`src/rtl/cdb_arbiter.sv`:
```
// cdb_arbiter: shares one Common Data Bus among NUM_REQ functional units.
// Each FU deposits a completed result (ROB tag + value) into a private one-entry
// holding buffer; every cycle one buffered result wins round-robin and is
// broadcast on registered CDB outputs. A squash flushes everything in flight.
//
// Ports:
//   clock      in   system clock, all state on posedge
//   reset      in   synchronous, active-low
//   squash     in   synchronous flush (branch mispredict)
//   req_valid  in   [NUM_REQ]         FU i offers a result
//   req_tag    in   [NUM_REQ*TAG_W]   ROB tag of FU i's result (tag 0 = "no tag")
//   req_value  in   [NUM_REQ*DATA_W]  result value of FU i
//   req_ready  out  [NUM_REQ]         buffer i can accept this cycle (combinational)
//   cdb_valid  out  broadcast valid (registered)
//   cdb_tag    out  [TAG_W]  broadcast ROB tag, forced to 0 when not valid
//   cdb_value  out  [DATA_W] broadcast value (registered)
//   cdb_src    out  [NUM_REQ] one-hot winner of the current broadcast
//   tag0_err   out  sticky flag: a tag-0 request was accepted
module cdb_arbiter #(
    parameter int unsigned NUM_REQ = 4,
    parameter int unsigned TAG_W   = 5,
    parameter int unsigned DATA_W  = 32
) (
    input  logic                      clock,
    input  logic                      reset,
    input  logic                      squash,
    input  logic [NUM_REQ-1:0]        req_valid,
    input  logic [NUM_REQ*TAG_W-1:0]  req_tag,
    input  logic [NUM_REQ*DATA_W-1:0] req_value,
    output logic [NUM_REQ-1:0]        req_ready,
    output logic                      cdb_valid,
    output logic [TAG_W-1:0]          cdb_tag,
    output logic [DATA_W-1:0]         cdb_value,
    output logic [NUM_REQ-1:0]        cdb_src,
    output logic                      tag0_err
);

    localparam int unsigned PTR_W = (NUM_REQ > 1) ? $clog2(NUM_REQ) : 1;
    localparam int unsigned SUM_W = PTR_W + 1;

    logic [NUM_REQ-1:0]             buf_valid;
    logic [NUM_REQ-1:0][TAG_W-1:0]  buf_tag;
    logic [NUM_REQ-1:0][DATA_W-1:0] buf_value;
    logic [PTR_W-1:0]               rr_ptr;

    logic [NUM_REQ-1:0] grant;
    logic               win_found;
    logic [PTR_W-1:0]   win_idx;
    logic [PTR_W-1:0]   next_ptr;
    logic [SUM_W-1:0]   cand;
    logic [NUM_REQ-1:0] xfer;
    logic [NUM_REQ-1:0] tag_zero;

    // Round-robin pick: first occupied buffer at or after rr_ptr, wrapping.
    always_comb begin
        grant     = '0;
        win_found = 1'b0;
        win_idx   = '0;
        cand      = '0;
        for (int unsigned k = 0; k < NUM_REQ; k++) begin
            cand = SUM_W'(rr_ptr) + SUM_W'(k);
            if (cand >= SUM_W'(NUM_REQ)) begin
                cand = cand - SUM_W'(NUM_REQ);
            end
            if (!win_found && buf_valid[cand[PTR_W-1:0]]) begin
                win_found = 1'b1;
                win_idx   = cand[PTR_W-1:0];
            end
        end
        if (win_found) begin
            grant[win_idx] = 1'b1;
        end
    end

    assign next_ptr = (win_idx == PTR_W'(NUM_REQ - 1)) ? '0 : win_idx + PTR_W'(1);

    // A draining buffer may be refilled on the same edge it broadcasts.
    assign req_ready = {NUM_REQ{reset & ~squash}} & (~buf_valid | grant);
    assign xfer      = req_valid & req_ready;

    // Tag 0 means "no tag": such results are accepted but never buffered.
    always_comb begin
        tag_zero = '0;
        for (int unsigned i = 0; i < NUM_REQ; i++) begin
            tag_zero[i] = (req_tag[i*TAG_W +: TAG_W] == '0);
        end
    end

    // Buffers, broadcast registers, round-robin pointer and error flag.
    always_ff @(posedge clock) begin
        if (!reset) begin
            buf_valid <= '0;
            buf_tag   <= '0;
            buf_value <= '0;
            rr_ptr    <= '0;
            cdb_valid <= 1'b0;
            cdb_tag   <= '0;
            cdb_value <= '0;
            cdb_src   <= '0;
            tag0_err  <= 1'b0;
        end else if (squash) begin
            buf_valid <= '0;
            rr_ptr    <= '0;
            cdb_valid <= 1'b0;
            cdb_tag   <= '0;
            cdb_value <= '0;
            cdb_src   <= '0;
        end else begin
            // Tag must read 0 when idle: consumers compare it unqualified.
            cdb_valid <= win_found;
            cdb_tag   <= win_found ? buf_tag[win_idx]   : '0;
            cdb_value <= win_found ? buf_value[win_idx] : '0;
            cdb_src   <= grant;
            if (win_found) begin
                rr_ptr <= next_ptr;
            end
            for (int unsigned i = 0; i < NUM_REQ; i++) begin
                if (xfer[i] && !tag_zero[i]) begin
                    buf_valid[i] <= 1'b1;
                    buf_tag[i]   <= req_tag[i*TAG_W +: TAG_W];
                    buf_value[i] <= req_value[i*DATA_W +: DATA_W];
                end else if (grant[i]) begin
                    buf_valid[i] <= 1'b0;
                end
            end
            if (|(xfer & tag_zero)) begin
                tag0_err <= 1'b1;
            end
        end
    end

endmodule
```
`config.mk`:
```
export PLATFORM = sky130hd
export DESIGN_NAME = cdb_arbiter
export DESIGN_NICKNAME = d
export VERILOG_FILES = /design/src/rtl/cdb_arbiter.sv
export SDC_FILE = /design/constraint.sdc
export NUM_CORES = 1
export LEC_CHECK = 0
export BUFFER_PORTS_ARGS = -buffer_cell sky130_fd_sc_hd__buf_2
export CAP_MARGIN = 30
export CORE_ASPECT_RATIO = 0.75
export CORE_MARGIN = 2
export CORE_UTILIZATION = 48
export DETAILED_ROUTE_END_ITERATION = 8
export MAX_ROUTING_LAYER = met4
export PLACE_DENSITY = 0.77
export SETUP_SLACK_MARGIN = 0.4
export SLEW_MARGIN = 0
export SYNTH_ARGS = -nofsm -noshare
export SYNTH_HDL_FRONTEND = slang
export SYNTH_SLANG_ARGS = --single-unit
export TNS_END_PERCENT = 1
```
`constraint.sdc`:
```
create_clock -name clock -period 2.4 [get_ports clock]
set_input_delay 0.12 -clock clock [delete_from_list [all_inputs] [get_ports clock]]
set_output_delay 0.12 -clock clock [all_outputs]
set_load 0.005 [all_outputs]
```
; ---- Yosys cells after proc, flatten, opt, wreduce, memory -nomap -nowiden
; Cells that the tools add are included.
[word_totals]
reg_bits = 197
inputBits = 155
output_inout_bits = 47
[classes]
n_reduce_logical = 31
eq_ne = 1
n_lt_le_gt_ge = 10
n_mux = 36
bitwise = 9
add_sub_neg = 8
[op_table]
columns = operator, n
row1 = $bmux 32 s2, 1
row2 = $mux 32, 1
row3 = $logic_not 5->1, 4
row4 = $mux 2, 9
row5 = $mux 1, 17
row6 = $lt 2x3->1 const B, 5
row7 = $and 4x4->4, 3
row8 = $bmux 5 s2, 1
row9 = $reduce_and 2->1, 5
row10 = $ge 3x3->1 const B, 3
row11 = $bmux 1 s2, 4
row12 = $logic_and 1x1->1, 8
row13 = $reduce_bool 2->1, 4
row14 = $sub 2x1->2 const B, 4
row15 = $logic_not 1->1, 7
row16 = $add 2x2->3 const B, 2
row17 = $mux 5, 1
row18 = $mux 4, 1
row19 = $not 4->4, 1
row20 = $or 4x4->4, 1
row21 = $reduce_or 4->1, 1
row22 = $add 2x1->3 const B, 1
row23 = $ge 2x3->1 const B, 1
row24 = $not 1->1, 3
row25 = 7 further kinds, 7

; ---- Logic depth before layout (Yosys ltp)
; Gate-level depths: netlist of the first run.
[depth]
depth_word = 25
mapped_depth = 15
depth_no_buf = 11

; ---- Least setup slack after synthesis of the first run
; No wires, ideal clock.
[synth_timing]
kind = flip-flop to flip-flop
startpoint = register rr_ptr[0]
endpoint = register buf_value[76] (netlist bit)
setup_time_ns = 0.076
period_less_slack_ns = 2.496
path_stages_with_launch = 15
n_path_buf = 5
path_slack_ns = -0.096
t_required_ns = 2.324
t_arrival_ns = 2.420
cell_sequence = dfxtp_1 nand2b_1 nor2b_1 o22a_1 buf_2 buf_4 buf_2 ha_1 inv_1 a21oi_2 nand3_1 clkbuf_1 clkbuf_1 nand2_1 a21boi_0
[synth_between]
elab_chain_len = 24
word_cells_on_any_way = 48
cone_classes = 7 x add/sub / 6 x order compare / 23 x mux / 3 x bitwise / 9 x reduce/logical
[synth_lines]
columns = item, line
row1 = start: declaration, 44  ; logic [PTR_W-1:0] rr_ptr;
row2 = start signal: assignment, 115  ; rr_ptr <= next_ptr;
row3 = "parallel branches: the longest is 18 deep, another holds $add 2x1->3", n/a
row4 = $mux 4 (*), 70  ; if (win_found) begin
row5 = $or 4x4->4 (*), 78  ; assign req_ready = {NUM_REQ{reset & ~squash}} & (~buf_valid | grant);
row6 = $and 4x4->4 (*), 78
row7 = via req_ready[2], 30  ; output logic [NUM_REQ-1:0] req_ready,
row8 = $and 4x4->4 (*), 79  ; assign xfer = req_valid & req_ready;
row9 = $logic_and 1x1->1 (*), 118  ; if (xfer[i] && !tag_zero[i]) begin
row10 = $reduce_and 2->1 (no line) (*), n/a
row11 = end signal: indexed assignment, 121  ; buf_value[i] <= req_value[i*DATA_W +: DATA_W];
row12 = end: declaration, 43  ; logic [NUM_REQ-1:0][DATA_W-1:0] buf_value;
; Mark *: on every way through the listed nets, which the timed path passes. The select of a mux whose other input is x is not followed.
; A chain may end at the register's enable or synchronous reset.

; ---- Worst setup path after layout of the first run
[layout_timing]
startpoint = register buf_valid[0]
endpoint = register buf_value[74] (netlist bit)
[layout_between]
elab_chain_len = 22
word_cells_on_any_way = 33
cone_classes = 2 x order compare / 19 x mux / 3 x bitwise / 9 x reduce/logical
[layout_lines]
columns = item, line
row1 = start: declaration, 41  ; logic [NUM_REQ-1:0] buf_valid;
row2 = start signal: assignment, 92  ; buf_valid <= '0;
row3 = start signal: assignment, 102  ; buf_valid <= '0;
row4 = start signal: indexed assignment, 119  ; buf_valid[i] <= 1'b1;
row5 = $bmux 1 s2, 65  ; if (!win_found && buf_valid[cand[PTR_W-1:0]]) begin
row6 = $mux 1 (implied by the code), 65
row7 = $mux 1, 65
row8 = $logic_not 1->1, 65
row9 = $logic_and 1x1->1, 65
row10 = $mux 1, 65
row11 = $logic_not 1->1, 65
row12 = $logic_and 1x1->1, 65
row13 = [... 6 more ...], n/a
row14 = $mux 1 (implied by the code), 71  ; grant[win_idx] = 1'b1;
row15 = $demux 1 s2, 71
row16 = $mux 4 (*), 70
row17 = $or 4x4->4 (*), 78
row18 = $and 4x4->4 (*), 78
row19 = $and 4x4->4 (*), 79
row20 = $logic_and 1x1->1 (*), 118
row21 = $reduce_and 2->1 (no line) (*), n/a
; Every way passes the cells marked *; elsewhere a longest branch is shown, timed or not. The select of a mux whose other input is x is not followed.

==> impl_metrics.env, run 1 <==
export IMPL_top_usage_layer="met2"
export IMPL_use_met3=0.0568
export IMPL_cp_required_ps=2760
export IMPL_slowest_delay_ps=390
export IMPL_fin_area_um2=12000
export IMPL_p_int_mw=5.74
export IMPL_cts_buffer_depth=2
export IMPL_maxCapViolations=0
export IMPL_use_met2=0.521
export IMPL_antenna_found_initial=1
export IMPL_routedWlPerCell_um=18.3
export IMPL_vias=8127
export IMPL_slew_violations=0
export IMPL_power_frac_seq=0.454
export IMPL_p_clk_frac=0.425
export IMPL_hold_viol_final=0
export IMPL_drtAntennaViolNets=0
export IMPL_grt_setup_unrepaired="true"
export IMPL_p_comb_frac=0.121
export IMPL_multi_input_area_um2=3890
export IMPL_cp_slowest_cell="dfxtp_4"
export IMPL_hold_class="input port to flip-flop"
export IMPL_gr_usage_met1=0.380
export IMPL_avgSynthCellArea_um2=8.56
export IMPL_critical_path_class="flip-flop to flip-flop"
export IMPL_crit_top_cell="a21oi_4"
export IMPL_setup_viol=0
export IMPL_first_iter_violations=506
export IMPL_worstMarginPinSlew_ps=1020
export IMPL_vias_per_cell=5.40
export IMPL_cts_tree="yes"
export IMPL_die_area_um2=17800
export IMPL_syn_area_um2=8030
export IMPL_fin_nets=1437
export IMPL_timing_hold_ws_ps=70.1
export IMPL_rows=40
export IMPL_cts_made_buffers=17
export IMPL_first_pass_iters=5
export IMPL_cellLeakagePower_nw=4.84
export IMPL_ys_ff_latch=197
export IMPL_grt_pass1_wl_um=41900
export IMPL_grt_max_degree=77
export IMPL_initial_utilization=0.495
export IMPL_clk_pin_slew_ps=80
export IMPL_clock_skew_ps=13.9
export IMPL_insertion_delay_ps=440
export IMPL_ir_drop_mv=0.332
export IMPL_synth_top_area_frac=0.491
export IMPL_path_cells="inv_4 -> o22ai_2 -> a211o_4 -> buf_6 -> ha_4 -> inv_2 -> a21oi_4 -> nand2_2 -> a21oi_4 -> buf_12 -> clkbuf_16 -> nand2_1 -> a21boi_1"
export IMPL_synth_cell_types=31
export IMPL_io_buffers=201
export IMPL_relSlewSlack=0.321
export IMPL_drive_above_1_share=0.250
export IMPL_period_share=0.923
export IMPL_seqCellArea_um2=3960
export IMPL_cp_top_family="compound AO/OA/AOI/OAI gates"
export IMPL_grt_overflow=0
export IMPL_drc=0
export IMPL_fmax_mhz=452
export IMPL_syn_nets=1096
export IMPL_ys_warn_count=0
export IMPL_die_w_um=153
export IMPL_seq_area_frac_synth=0.491
export IMPL_yosysTopAreaCell="dfxtp_1"
export IMPL_grt_pass1_vias=8151
export IMPL_period_needed_ps=2210
export IMPL_syn_inst=938
export IMPL_fill_cells=1156
export IMPL_root_buffer="clkbuf_16"
export IMPL_final_common_cell="nand2_1"
export IMPL_finalSetupTns_ps=0
export IMPL_synth_area_leaders="dfxtp_1 (49%), nand2_1 (13%), a21boi_0 (9.6%), a211oi_1 (6.9%), mux2i_1 (4.7%)"
export IMPL_grtUsageTotal=0.308
export IMPL_gp_congestion=0.869
export IMPL_area_growth_pct=49.4
export IMPL_placed_area_um2=9330
export IMPL_crit_fanout=10
export IMPL_endpoint_kind="flip-flop"
export IMPL_netSwitchingFraction=0.238
export IMPL_clkSinkCount=197
export IMPL_worst_setup_path_start_kind="flip-flop"
export IMPL_dpl_worst_slack_ps=218
export IMPL_wl_um=27500
export IMPL_cp_arrival_ps=2570
export IMPL_most_common_layout_cells="nand2_1 (266), buf_2 (199), dfxtp_1 (191)"
export IMPL_setup_slack_ps=186
export IMPL_p_sw_mw=1.79
export IMPL_coreArea_um2=16200
export IMPL_status="finished clean"
export IMPL_hpwl_um=15000
export IMPL_crit_buf_inv=5
export IMPL_die_h_um=116
export IMPL_cts_max_level=4
export IMPL_num_io_pins=202
export IMPL_power_density_nw_per_um2=627
==> final timing paths <==
| check | start | endpoint | slack (ps) | cells after the start |
|---|---|---|---|---|
| min reg2reg | buf_value[32]$_SDFFE_PN0P_ | buf_value[32]$_SDFFE_PN0P_ | 450 | 2 |
| min | req_tag[9] | buf_tag[9]$_SDFFE_PN0P_ | 70 | 3 |
| max reg2reg | buf_valid[0]$_SDFFE_PP0P_ | buf_value[74]$_SDFFE_PN0P_ | 190 | 13 |
| max | buf_valid[0]$_SDFFE_PP0P_ | buf_value[74]$_SDFFE_PN0P_ | 190 | 13 |
==> worst register-to-register path: cells and delay by family, from the launching register on <==
kind	cells	cell delay, ps
flip-flops	1	390
AND/OR/NAND/NOR	2	170
buffers and inverters	5	560
adder cells (fa/ha/maj)	1	130
AO/OA/AOI/OAI	5	870
==> state kept, by name, summed over array words and instances, names as in the netlist <==
register	cells
buf_value	128
cdb_value	32
buf_tag	20
cdb_tag	5
buf_valid	4
cdb_src	4
rr_ptr	2
cdb_valid	1
tag0_err	1
==> stage by stage <==
stage | total power, mW | utilization | instances
6_report | 7.52 | 0.740 | 1504
5_1_grt | 7.75 | 0.740 | 1503
4_1_cts | 7.46 | 0.723 | 1488
3_5_place_dp | 4.11 | 0.576 | 1295
3_3_place_gp | 4.10 | 0.576 | 1295
2_1_floorplan | 3.86 | - | 938
==> final cells by class <==
class,count,area share
clock buffer,20,0.0398
sequential,197,0.330
inverter,8,0.00333
clock inverter,12,0.0159
antenna,2,0.000417
tap,210,0.0219
timing repair buffer,399,0.264
multi-input combinational,656,0.324
==> cells in the mapped netlist <==
library cell and n:
a21boi_0 103, o21ai_2 1, buf_4 8, a21oi_2 4
nand3_1 40, a211oi_1 74, a41o_1 1, ha_1 3
a211o_1 1, and3_1 2, mux2i_1 38, o22a_1 1
buf_2 23, nor2_1 11, o221ai_1 1, nand2b_1 4
o21ai_0 8, a31o_1 1, nor3_1 5, or4_1 1
and2_1 2, nor2b_1 39, dfxtp_1 197, o21ai_1 30
o22ai_1 1, inv_1 8, a21oi_1 7, a21boi_1 8
nand2_1 269, a21o_1 1, clkbuf_1 46
==> power by group through the flow <==
stage | Combinational [mW] | Sequential (mW) | Clock [mW]
2_1_floorplan | 0.375 | 3.48 | 0
6_report | 0.910 | 3.42 | 3.19
3_5_place_dp | 0.613 | 3.50 | 0
3_3_place_gp | 0.608 | 3.49 | 0
5_1_grt | 0.975 | 3.43 | 3.35
4_1_cts | 0.839 | 3.42 | 3.20
==> per-layer routing <==
layer,part of all wire,vias up
met5,0,-
met4,0.015,0
met3,0.081,43
met2,0.49,368
met1,0.42,3847
li1,-,3869
==> logic make-up (layout without fill, tap and decap cells) <==
family	count (synthesis)	count (layout)	synth area share
AOI/OAI and AO/OA	242	242	0.214
adders and majority gates	3	3	0.00467
buffers and inverters	85	439	0.0470
DFF	197	197	0.491
muxes	38	38	0.0473
other	0	2	0
and+or+nand+nor	373	373	0.196
==> repair_timing <==
action | CTS | global route
endpoints found under the hold margin | 148 | 0
gates resized for setup | 16 | 26
pin swaps | 5 | 13
setup buffers | 9 | 10
setup endpoints to repair | 137 | 189
hold buffers | 148 | 0
gates cloned | 4 | 4
(Power assumes the default switching activity.)
==> run 2: changes to the inputs <==
--- a/config.mk
+++ b/config.mk
@@ -5,6 +5,7 @@
 export SDC_FILE = /design/constraint.sdc
 export NUM_CORES = 1
 export LEC_CHECK = 0
+export ABC_AREA = 1
 export BUFFER_PORTS_ARGS = -buffer_cell sky130_fd_sc_hd__buf_2
 export CAP_MARGIN = 30
 export CORE_ASPECT_RATIO = 0.75
==> impl_metrics.env, run 2 <==
export IMPL_worstHoldPathCells=3
export IMPL_setup_slack_ps=-116
export IMPL_grt_overflow=0
export IMPL_cellLeakagePower_nw=5.29
export IMPL_path_cells="inv_1 -> nand2_1 -> nand2_1 -> nand2_2 -> nand2_2 -> a21oi_4 -> nand2_2 -> nand2_4 -> ha_4 -> nand2_4 -> nand2_2 -> nand4_1 -> buf_6 -> buf_4 -> clkbuf_16 -> a21oi_1"
export IMPL_die_w_um=154
export IMPL_synth_top_family_by_area="compound AO/OA/AOI/OAI gates"
export IMPL_fill_cells=1191
export IMPL_worst_path_stages=16
export IMPL_syn_nets=1269
export IMPL_seq_area_frac_synth=0.489
export IMPL_ys_flop_type="dfxtp_1"
export IMPL_avgSynthCellArea_um2=7.25
export IMPL_io_buffers=201
export IMPL_die_area_um2=17900
export IMPL_coreArea_um2=16200
export IMPL_fmax_mhz=397
export IMPL_cts_made_buffers=17
export IMPL_hold_viol_final=2
export IMPL_synth_edf_count=0
export IMPL_final_core_util=0.744
export IMPL_grt_pass1_wl_um=41600
export IMPL_grtUsageTotal=0.300
export IMPL_hpwl_um=14700
export IMPL_endpoint_kind="flip-flop"
export IMPL_first_pass_iters=6
export IMPL_initial_utilization=0.497
export IMPL_drive_above_1_share=0.268
export IMPL_seqCellArea_um2=3960
export IMPL_root_buffer="clkbuf_16"
export IMPL_period_share=1.05
export IMPL_synth_compound_area_frac=0.237
export IMPL_num_io_pins=202
export IMPL_ys_ff_latch=197
export IMPL_clkSinkCount=197
export IMPL_wl_um=29500
export IMPL_cts_buffer_depth=2
export IMPL_relSlewSlack=0.524
export IMPL_regMostFlops="buf_value"
export IMPL_antenna_found_initial=0
export IMPL_clock_skew_ps=10.3
export IMPL_first_iter_violations=805
export IMPL_cp_arrival_ps=2870
export IMPL_drc=0
export IMPL_slew_violations=0
export IMPL_insertion_delay_ps=430
export IMPL_yosysMostFrequentCell="a21oi_1"
export IMPL_vias=8949
export IMPL_yosys_top_cells_count="a21oi_1 (226), nand2_1 (198), dfxtp_1 (197)"
export IMPL_maxCapViolations=0
export IMPL_grt_setup_unrepaired="true"
export IMPL_slowest_delay_ps=410
export IMPL_p_total_mw=8.92
export IMPL_fin_nets=1608
export IMPL_vias_per_cell=5.35
export IMPL_timing_hold_ws_ps=-4.23
export IMPL_gp_congestion=0.859
export IMPL_synth_area_leaders="dfxtp_1 (49%), a21oi_1 (14%), nand2_1 (9.2%), o21ai_0 (8.8%), inv_1 (6.3%)"
export IMPL_cp_required_ps=2750
export IMPL_crit_top_cell="nand2_2"
export IMPL_synth_top_area_frac=0.489
export IMPL_worst_setup_path_start_kind="flip-flop"
export IMPL_ys_warn_count=0
export IMPL_status="complete, but fails checks"
export IMPL_crit_buf_inv=4
export IMPL_period_needed_ps=2520
export IMPL_rr_worst_depth=16
export IMPL_crit_fanout=12
export IMPL_syn_inst=1111
export IMPL_synthSimpleGateAreaFrac=0.158
export IMPL_clk_pin_slew_ps=70
export IMPL_drtAntennaViolNets=0
export IMPL_critical_path_class="flip-flop to flip-flop"
export IMPL_rows=40
export IMPL_syn_area_um2=8060
export IMPL_yosysTopAreaCell="dfxtp_1"
export IMPL_final_common_cell="buf_2"
export IMPL_power_density_nw_per_um2=739
export IMPL_setup_viol=89
export IMPL_multi_input_area_um2=3660
export IMPL_most_common_layout_cells="buf_2 (200), dfxtp_1 (192), a21oi_1 (190)"
export IMPL_grt_pass1_vias=8331
export IMPL_hold_class="input port to flip-flop"
export IMPL_ys_async_sr_fraction=0
export IMPL_top_regs="buf_value (128), cdb_value (32), buf_tag (20)"
export IMPL_cts_max_level=4
export IMPL_violations="negative hold slack, negative setup slack"
export IMPL_cp_top_family="simple AND/OR/NAND/NOR gates"
export IMPL_grt_max_degree=70
export IMPL_ir_drop_mv=0.519
export IMPL_synth_cell_types=27
export IMPL_die_h_um=116
export IMPL_worstMarginPinSlew_ps=715
export IMPL_synthXorXnorAreaFrac=0
export IMPL_muxShareOfSynthArea=0
export IMPL_cts_tree="yes"
export IMPL_area_growth_pct=49.7
export IMPL_synth_adder_area_share=0.00466
export IMPL_cp_slowest_cell="dfxtp_4"
export IMPL_largest_reg_flops=128
export IMPL_routedWlPerCell_um=17.6
## run 2: changes by cell type after synthesis, sizes merged, moves of 38 or more
cell    previous run  this run
a211oi            74         1
a21boi           111         0
a21oi             11       226
inv                8       137
mux2i             38         0
nand2            269       201
nor2              11        87
nor2b             39         0
o21ai             39       151
## run 2: metal layers
layer  global-route usage  up-vias  part of all wire
li1                     -     4250                 -
met4               0.0972        0             0.030
met5                    -        -                 0
met1                0.359     4141              0.40
met2                0.512      475              0.49
met3               0.0657       83             0.081
## run 2: through the flow
step / TNS, ps / worst slack (ps) / std cells / instance area [um^2]
CTS: 0 / 22.2 / 1655 / 11400
floorplan: 0 / 118 / 1111 / 8160
global route: -15860 / -216 / 1672 / 12100
global placement: -189 / -45.8 / 1474 / 9270
finish: -3520 / -116 / 1673 / 12100
detailed placement: -2590 / -156 / 1474 / 9270
## run 2: power by group
group / leakage (nW) / internal (mW) / switching [mW]
combinational: 3.43 / 1.10 / 1.69
clock: 0.251 / 1.35 / 1.24
sequential: 1.61 / 3.45 / 0.0819
total: 5.29 / 5.91 / 3.01
## run 2: worst min-delay path: cells and delay by family
family          cells  cell delay (ps)
compound gates      2              190
buf+inv             1               80
## run 2: cells by family (layout without fill, tap and decap cells)
kind of cell	count (synthesis)	after routing
AO/OA/AOI/OAI	379	379
AND/OR/NAND/NOR	316	316
buffers and inverters	216	567
flip-flops	197	197
adder cells (fa/ha/maj)	3	3
other	0	1
## run 2: area by class of cell
cell class,instances,share of cell area
inverter,138,0.0440
multi-input combinational,698,0.304
tap,210,0.0218
antenna,1,0.000207
sequential,197,0.328
clock buffer,23,0.0380
timing repair buffer,398,0.260
clock inverter,8,0.00446
## run 2: worst paths after layout
check	startpoint	end	slack, ps
max	buf_valid[0]$_SDFFE_PP0P_	buf_value[88]$_SDFFE_PN0P_	-120
min	req_value[79]	buf_value[79]$_SDFFE_PN0P_	-4
max reg2reg	buf_valid[0]$_SDFFE_PP0P_	buf_value[88]$_SDFFE_PN0P_	-120
min reg2reg	buf_value[16]$_SDFFE_PN0P_	buf_value[16]$_SDFFE_PN0P_	460
## run 2: repair_timing
action | in CTS | in global routing
resized for setup | 45 | 146
setup buffers | 11 | 10
hold buffers | 139 | 0
hold endpoints to repair | 138 | 0
gates cloned | 0 | 7
pin swaps | 17 | 54
setup endpoints to repair | 195 | 196
